===== src/rtl/decode_stage.sv =====
// RV32I/RV64I decode stage: field extraction, format classification and immediate
// generation, registered behind a valid/ready handshake with a 2-entry skid buffer.
module decode_stage #(
  parameter int XLEN = 32,
  parameter bit RVE  = 1'b0
) (
  input  logic            clock,
  input  logic            reset_n,
  input  logic            flush,
  input  logic            in_valid,
  output logic            in_ready,
  input  logic [31:0]     in_instruction,
  input  logic [XLEN-1:0] in_pc,
  output logic            out_valid,
  input  logic            out_ready,
  output logic [XLEN-1:0] out_pc,
  output logic [6:0]      out_opcode,
  output logic [2:0]      out_funct3,
  output logic [6:0]      out_funct7,
  output logic [4:0]      out_rs1,
  output logic [4:0]      out_rs2,
  output logic [4:0]      out_rd,
  output logic [XLEN-1:0] out_immediate,
  output logic [5:0]      out_format,
  output logic            out_illegal
);

  localparam logic [5:0] FMT_R    = 6'b000001;
  localparam logic [5:0] FMT_I    = 6'b000010;
  localparam logic [5:0] FMT_S    = 6'b000100;
  localparam logic [5:0] FMT_B    = 6'b001000;
  localparam logic [5:0] FMT_U    = 6'b010000;
  localparam logic [5:0] FMT_J    = 6'b100000;
  localparam logic [5:0] FMT_NONE = 6'b000000;

  typedef struct packed {
    logic [XLEN-1:0] pc;
    logic [31:0]     instr;
    logic [XLEN-1:0] imm;
    logic [5:0]      fmt;
    logic            illegal;
  } entry_t;

  function automatic logic [5:0] format_of(input logic [6:0] opcode);
    logic [5:0] fmt;
    case (opcode)
      7'b0110111, 7'b0010111: fmt = FMT_U;
      7'b1101111:             fmt = FMT_J;
      7'b1100011:             fmt = FMT_B;
      7'b0100011:             fmt = FMT_S;
      7'b0110011:             fmt = FMT_R;
      7'b1100111, 7'b0000011, 7'b0010011, 7'b0001111, 7'b1110011: fmt = FMT_I;
      default:                fmt = FMT_NONE;
    endcase
    return fmt;
  endfunction

  function automatic logic [XLEN-1:0] sext32(input logic [31:0] v);
    logic [XLEN+31:0] wide;
    wide = {{XLEN{v[31]}}, v};
    return wide[XLEN-1:0];
  endfunction

  // All immediates are first formed as 32-bit sign-extended values, then widened.
  function automatic logic [XLEN-1:0] imm_of(input logic [31:0] ins, input logic [5:0] fmt);
    logic [31:0] raw;
    case (fmt)
      FMT_I:   raw = {{20{ins[31]}}, ins[31:20]};
      FMT_S:   raw = {{20{ins[31]}}, ins[31:25], ins[11:7]};
      FMT_B:   raw = {{19{ins[31]}}, ins[31], ins[7], ins[30:25], ins[11:8], 1'b0};
      FMT_U:   raw = {ins[31:12], 12'h000};
      FMT_J:   raw = {{11{ins[31]}}, ins[31], ins[19:12], ins[20], ins[30:21], 1'b0};
      default: raw = 32'h0000_0000;
    endcase
    return sext32(raw);
  endfunction

  function automatic logic rve_violation(input logic [31:0] ins, input logic [5:0] fmt);
    logic bad;
    case (fmt)
      FMT_R:        bad = ins[11] | ins[19] | ins[24];
      FMT_I:        bad = ins[11] | ins[19];
      FMT_S, FMT_B: bad = ins[19] | ins[24];
      FMT_U, FMT_J: bad = ins[11];
      default:      bad = 1'b0;
    endcase
    return bad;
  endfunction

  entry_t     dec_s;
  entry_t     main_r;
  entry_t     skid_r;
  logic [5:0] dec_fmt_s;
  logic       main_valid_r;
  logic       skid_valid_r;
  logic       ready_r;
  logic       main_valid_s;
  logic       skid_valid_s;
  logic       accept_s;
  logic       main_free_s;
  logic       load_main_dec_s;
  logic       load_main_skid_s;
  logic       load_skid_s;

  // Decode the incoming instruction into a buffer entry.
  always_comb begin
    dec_fmt_s     = format_of(in_instruction[6:0]);
    dec_s         = '0;
    dec_s.pc      = in_pc;
    dec_s.instr   = in_instruction;
    dec_s.fmt     = dec_fmt_s;
    dec_s.imm     = imm_of(in_instruction, dec_fmt_s);
    if (RVE) begin
      dec_s.illegal = (dec_fmt_s == FMT_NONE) | rve_violation(in_instruction, dec_fmt_s);
    end else begin
      dec_s.illegal = (dec_fmt_s == FMT_NONE);
    end
  end

  assign accept_s    = in_valid & ready_r & ~flush;
  assign main_free_s = ~main_valid_r | out_ready;

  // Buffer steering: skid refills main first; otherwise a new entry lands in main or skid.
  always_comb begin
    main_valid_s     = main_valid_r;
    skid_valid_s     = skid_valid_r;
    load_main_dec_s  = 1'b0;
    load_main_skid_s = 1'b0;
    load_skid_s      = 1'b0;
    if (flush) begin
      main_valid_s = 1'b0;
      skid_valid_s = 1'b0;
    end else if (main_free_s) begin
      if (skid_valid_r) begin
        main_valid_s     = 1'b1;
        skid_valid_s     = 1'b0;
        load_main_skid_s = 1'b1;
      end else if (accept_s) begin
        main_valid_s    = 1'b1;
        load_main_dec_s = 1'b1;
      end else begin
        main_valid_s = 1'b0;
      end
    end else begin
      if (accept_s) begin
        skid_valid_s = 1'b1;
        load_skid_s  = 1'b1;
      end else begin
        skid_valid_s = skid_valid_r;
      end
    end
  end

  // Valid flags and registered in_ready.
  always_ff @(posedge clock or negedge reset_n) begin
    if (!reset_n) begin
      main_valid_r <= 1'b0;
      skid_valid_r <= 1'b0;
      ready_r      <= 1'b0;
    end else begin
      main_valid_r <= main_valid_s;
      skid_valid_r <= skid_valid_s;
      ready_r      <= ~skid_valid_s;
    end
  end

  // Payload registers; they keep their contents when not loaded.
  always_ff @(posedge clock or negedge reset_n) begin
    if (!reset_n) begin
      main_r <= '0;
      skid_r <= '0;
    end else begin
      if (load_main_skid_s) begin
        main_r <= skid_r;
      end else if (load_main_dec_s) begin
        main_r <= dec_s;
      end else begin
        main_r <= main_r;
      end
      if (load_skid_s) begin
        skid_r <= dec_s;
      end else begin
        skid_r <= skid_r;
      end
    end
  end

  assign in_ready      = ready_r;
  assign out_valid     = main_valid_r;
  assign out_pc        = main_r.pc;
  assign out_opcode    = main_r.instr[6:0];
  assign out_funct3    = main_r.instr[14:12];
  assign out_funct7    = main_r.instr[31:25];
  assign out_rs1       = main_r.instr[19:15];
  assign out_rs2       = main_r.instr[24:20];
  assign out_rd        = main_r.instr[11:7];
  assign out_immediate = main_r.imm;
  assign out_format    = main_r.fmt;
  assign out_illegal   = main_r.illegal;

endmodule


===== config.mk =====
export PLATFORM = sky130hd
export DESIGN_NAME = decode_stage
export DESIGN_NICKNAME = d
export VERILOG_FILES = /design/src/rtl/decode_stage.sv
export SDC_FILE = /design/constraint.sdc
export NUM_CORES = 1
export LEC_CHECK = 0
export CAP_MARGIN = 10
export CORE_UTILIZATION = 52
export CTS_CLUSTER_DIAMETER = 40
export DETAILED_ROUTE_END_ITERATION = 10
export GPL_TIMING_DRIVEN = 0
export PLACE_DENSITY = 0.89
export SYNTH_ARGS = -nofsm -noshare
export SYNTH_HDL_FRONTEND = slang
export SYNTH_SLANG_ARGS = --single-unit
export TNS_END_PERCENT = 1

===== constraint.sdc =====
create_clock -name clock -period 2.25 [get_ports clock]
set_clock_uncertainty 0.1 [all_clocks]
set_input_delay 0.3375 -clock clock [delete_from_list [all_inputs] [get_ports clock]]
set_output_delay 0.3375 -clock clock [all_outputs]
set_load 0.02 [all_outputs]

# After elaboration in Yosys (flattened, before gate mapping)
# Index checks and enable logic that the tools add are counted.
# totals
ff_bits,209
input_bits,69
output_inout_bits,105
# op_classes
eq_ne,16
n_mux,19
n_bitwise,6
reduce_logical,5
# ops
op,n
103-bit two-way mux,2
32-bit one-hot mux with 5 select lines,1
6-bit one-hot mux with 6 select lines,1
7-bit equality test (second input constant),4
7-bit by 6-bit equality test with 1-bit output (second input constant),3
1-bit two-way mux,15
7-bit by 5-bit equality test with 1-bit output (second input constant),2
7-bit by 2-bit equality test with 1-bit output (second input constant),1
7-bit by 4-bit equality test with 1-bit output (second input constant),1
6-bit by 2-bit equality test with 1-bit output (second input constant),1
6-bit by 3-bit equality test with 1-bit output (second input constant),1
6-bit by 4-bit equality test with 1-bit output (second input constant),1
6-bit by 5-bit equality test with 1-bit output (second input constant),1
6-bit equality test (second input constant),1
6-bit logical NOT,1
5-bit OR reduction,1
2-bit nonzero test,2
1-bit NOT,3
1-bit AND,2
2-bit OR reduction,1
1-bit OR,1

# Logic depth before layout (Yosys ltp)
# depth
ltp_word,8
mapped_depth,9
depth_no_buf,5

# Worst setup path before layout
# No wires, ideal clock.
# synth_path
kind,reg2reg
from,"reg main_valid_r, in the netlist out_valid"
to,reg main_r (netlist bit out_immediate[30])
setup_ns,0.130
arrival_ns,1.722
slack_ns,0.298
path_stages_with_launch,9
path_buffers,3
period_less_slack_ns,1.952
cell_sequence,dfrtp_1 > nor2b_1 > or3_1 > buf_2 > buf_6 > buf_6 > or3_1 > o21ai_0 > a21oi_1
# synth_between
elab_chain_cells,5
word_cells_on_any_way,8
# synth_rtl
element,line,text
from (decl),94,logic main_valid_r;
from (signal assigned),161,main_valid_r <= main_valid_s;
1-bit NOT *,121,assign main_free_s = ~main_valid_r | out_ready;
1-bit OR *,121,
1-bit two-way mux,133,end else if (main_free_s) begin
1-bit two-way mux,130,if (flush) begin
103-bit two-way mux or 2-bit nonzero test (tied branches),--,
to (signal assigned),174,main_r <= skid_r;
to (signal assigned),176,main_r <= dec_s;
to (signal assigned),178,main_r <= main_r;
to (decl),91,entry_t main_r;
# Mark *: on every way between the ends. The rest lies on a longest branch, timed or not.
# A chain may end at the register's enable or synchronous reset.

# Final worst setup path
# layout_path
from,in in_instruction[2]
to,reg main_r (netlist bit out_immediate[11])
# layout_between
elab_chain_cells,7
word_cells_on_any_way,22
# layout_rtl
element,line,text
from (decl),12,"input logic [31:0] in_instruction,"
"7-bit equality test, or another cell as far along",46,case (opcode)
5-bit OR reduction or 2-bit OR reduction (tied branches),46,
6-bit one-hot mux with 6 select lines *,46,
"6-bit equality test, or another cell as far along",67,case (fmt)
32-bit one-hot mux with 5 select lines *,67,
103-bit two-way mux *,175,end else if (load_main_dec_s) begin
103-bit two-way mux *,173,if (load_main_skid_s) begin
# Mark *: on every way between the ends. The rest lies on a longest branch, timed or not. The select of a mux whose other input is x is not followed.

==> results_tabular.tex <==
\begin{tabular}{lr}
\hline
Metric & Value \\
\hline
\multicolumn{2}{l}{\textbf{Run status}} \\
Outcome & completed \\
\multicolumn{2}{l}{\textbf{Critical path}} \\
Biggest fanout along the worst timing path & 10 \\
Data arrival, critical path & between 2 and 3 ns \\
CP endpoint kind & register \\
Worst endpoint required time & roughly 2.6 ns \\
Kind of critical path & primary input to register \\
Critical Path Start Type & primary input \\
Number of cell instances on the worst register-to-register path & 6 \\
\multicolumn{2}{l}{\textbf{Placement}} \\
Buffers on Ports & around 170 \\
Final weighted congestion in routability-driven placement & about 0.9 \\
Detail Placement HPWL & 18.2 mm \\
Dpl cell area & about 0.011 mm2 \\
Post-Place Setup Slack & -0.495 ns \\
\multicolumn{2}{l}{\textbf{Power}} \\
Fraction of power spent switching nets & 0.290 \\
Relative contribution of combinational cells to total power & 0.195 \\
Power per Cell Area & 943 mW/mm2 \\
Cell Int Power & around 0.0079 W \\
Max IR drop VDD & 639 uV \\
P\_leak & 5.37 nW \\
Switching power & about 0.0032 W \\
Clock share of power & 0.373 \\
Reg power frac & 0.432 \\
\multicolumn{2}{l}{\textbf{STA}} \\
Worst Max-Slew Pin Slew & approximately 0.85 ns \\
Final critical delay including setup and external delays & 2.18 ns \\
Period utilisation layout & 0.969 \\
Highest clock frequency the design can meet & between 400 and 500 MHz \\
Setup TNS & 0 ns \\
Least setup slack across all paths after layout & between 0.06 and 0.07 ns \\
Hold violation total from the final report & 0 \\
Setup violators final & 0 \\
Max\_slew headroom & 0.430 \\
Number of max-slew violations in the final report & 0 \\
RSZ-0062 raised after global routing & true \\
\multicolumn{2}{l}{\textbf{Cells and area}} \\
Antenna cells & 0 \\
Area grow syn2layout & 33.4\% \\
Utilization after layout & 0.711 \\
Final net count & 1228 \\
Proportion of layout cells with a drive suffix above 1 & 0.0850 \\
Design Area, Final & 0.0118 mm2 \\
\multicolumn{2}{l}{\textbf{Synth}} \\
Async set or reset register ratio after synthesis & 1.00 \\
Xor/xnor cell area share of the yosys netlist & 0 \\
Library cell with the highest instance count after synthesis & nand2\_1 \\
Top cell type's share of synthesized area & 0.590 \\
Mux share of post-synthesis cell area & 0.00917 \\
Count of unique library cells instantiated by Yosys & 48 \\
Complex-gate fraction of the synthesized area & 0.174 \\
Post-synthesis share of cell area spent on full adders, half adders and majority gates & 0.00113 \\
Simple-gate area share of the yosys netlist & 0.184 \\
Number of cells produced by synthesis & about 960 \\
Flops \& latches, synth & approximately 210 \\
Syn avg cell area & between 9 and 10 um2 \\
Dominant combinational cell family by area after synthesis & simple AND/OR/NAND/NOR gates \\
Total nets after synthesis & roughly 1000 \\
Top cell types by occurrence after synthesis & nand2\_1 (316), dfrtp\_1 (209), o21ai\_0 (76) \\
Top post-synthesis cells by area & dfrtp\_1 (59\%), nand2\_1 (13\%), o22ai\_1 (4.4\%) \\
Predominant post-synthesis flop cell & dfrtp\_1 \\
Cell taking the most area after synthesis & dfrtp\_1 \\
EDFF count, synth & 0 \\
Mapped cell area & between 0.008 and 0.009 mm2 \\
Sequential-to-total area share from yosys stat & 0.590 \\
Synthesis Warnings & 0 \\
\multicolumn{2}{l}{\textbf{Floorplan}} \\
Floorplan die area & between 0.015 and 0.02 mm2 \\
Vertical extent of the die & between 100 and 150 um \\
Initial Util & 0.533 \\
Placeable core region & 0.0166 mm2 \\
\# rows & 47 \\
Number of primary I/O pins & 174 \\
Die X & between 100 and 150 um \\
\multicolumn{2}{l}{\textbf{Routing}} \\
First-pass detailed-route iteration total & 6 \\
Routed wire per std cell & just under 20 um \\
Post-route DRC violation count & 0 \\
Total via count after detailed routing & approximately 8300 \\
Via-to-Cell Ratio & approximately 5.9 \\
Number of nets with antenna violations after routing & 0 \\
DR iter-0 viols & roughly 730 \\
Drt total wl & between 20 and 30 mm \\
\multicolumn{2}{l}{\textbf{CTS}} \\
Inserted Clock Buffers & 26 \\
Post-CTS setup buffer count & 0 \\
H-tree levels & 1 \\
Source-to-sink clock delay at the later pin of the worst-skew pair & around 0.52 ns \\
CTS Root Buffer Type & clkbuf\_16 \\
Num Clock Sinks & 209 \\
CTS tree & yes \\
Clock transition at path regs & 0.06 ns \\
Max clock buf depth & 3 \\
\multicolumn{2}{l}{\textbf{Hold path}} \\
Path class of the lowest-slack min-delay path & primary input to register \\
Cell depth of the worst min-delay path & 3 \\
\multicolumn{2}{l}{\textbf{GRT}} \\
Overflow after GRT & 0 \\
Via count of the first global-routing pass & approximately 8200 \\
Wire length of the first global-routing pass & about 43 mm \\
Total Routing Usage GR & 0.307 \\
Maximum number of pins on one net before global-route repair & between 100 and 150 \\
Antenna violations before repair & 1 \\
\multicolumn{2}{l}{\textbf{Flow run}} \\
Count of max-cap constraint violations & 0 \\
\hline
\end{tabular}
## kinds of logic (layout without fill, tap and decap cells)
group	Yosys count	count (layout)
and+or+nand+nor	394	394
AOI/OAI and AO/OA	261	261
DFF	209	209
buffers and inverters	84	303
muxes	8	8
adders and majority gates	1	1
## metrics by stage
stage               std cells  hold WS (ns)  total power (W)
global placement         1348         0.355          0.00690
finish                   1396         0.126           0.0112
CTS                      1396        0.0691           0.0111
floorplan                 957       -0.0581          0.00586
detailed placement       1349         0.286          0.00700
global route             1396         0.143           0.0115
## placed cells by master, fill, tap and decap left out, drive strengths merged, types with 21 or more instances in the layout
| master | n |
|---|---|
| clkdlybuf4s50 | 170 |
| nand2 | 316 |
| a21oi | 46 |
| dfrtp | 209 |
| clkbuf | 73 |
| nor2 | 22 |
| buf | 34 |
| o21ai | 97 |
| or3 | 21 |
| o22ai | 63 |
## layout make-up
class,instances,area [um2]
repair buffers,174,1760
fillers,1203,4810
plain buffers,71,344
well taps,220,275
multi-input cells,664,3310
flip-flops and latches,209,5230
clock inverters,11,128
clock buffers,34,732
inverters,13,48.8
## worst paths after layout
kind | startpoint | endpoint | slack (ns)
setup / recovery | in_instruction[2] | out_immediate[11] | 0.07
hold / removal | in_instruction[6] | out_opcode[6] | 0.13
setup reg to reg | in_ready | skid_r[98] | 0.07
hold reg to reg | skid_r[96] | skid_r[96] | 0.38
max in group asynchronous | reset_n | out_pc[13] | 0.70
min in group asynchronous | reset_n | skid_r[21] | 0.32
## metal layers
metal,vias up,track usage,share of wire,wire length [um]
met3,76,0.0571,0.088,2360
met2,439,0.510,0.49,13100
met5,-,0,0.00030,8
met1,4059,0.401,0.39,10600
met4,2,0.124,0.031,830
li1,3692,-,-,-
## timing repair
action                                  CTS  global route
gates resized for setup                   7            18
hold buffers                              2             0
endpoints found under the setup margin   49           117
hold endpoints to repair                 87             0
## registers in the layout (all words and copies together) (netlist names), 3 cells and up
name,cells
out_funct7,7
out_rd,5
out_rs2,5
out_funct3,3
skid_r,103
out_opcode,7
out_rs1,5
out_immediate,32
out_pc,32
out_format,6
## power by group through the flow
stage / clock, W / combinational (W) / sequential, W
2_1_floorplan: 0 / 0.000722 / 0.00513
6_report: 0.00416 / 0.00217 / 0.00482
3_5_place_dp: 0 / 0.00214 / 0.00486
3_3_place_gp: 0 / 0.00206 / 0.00484
5_1_grt: 0.00431 / 0.00235 / 0.00488
4_1_cts: 0.00417 / 0.00217 / 0.00481
## critical path, stage by stage
cell             delay (ns)
clkdlybuf4s50_1        0.42
buf_2                  0.20
nor2_2                 0.20
nand3_2                0.18
nor4_1                 0.69
a211oi_1               0.24
a22oi_1                0.24
No activity file was read; power rests on OpenSTA's default activity.
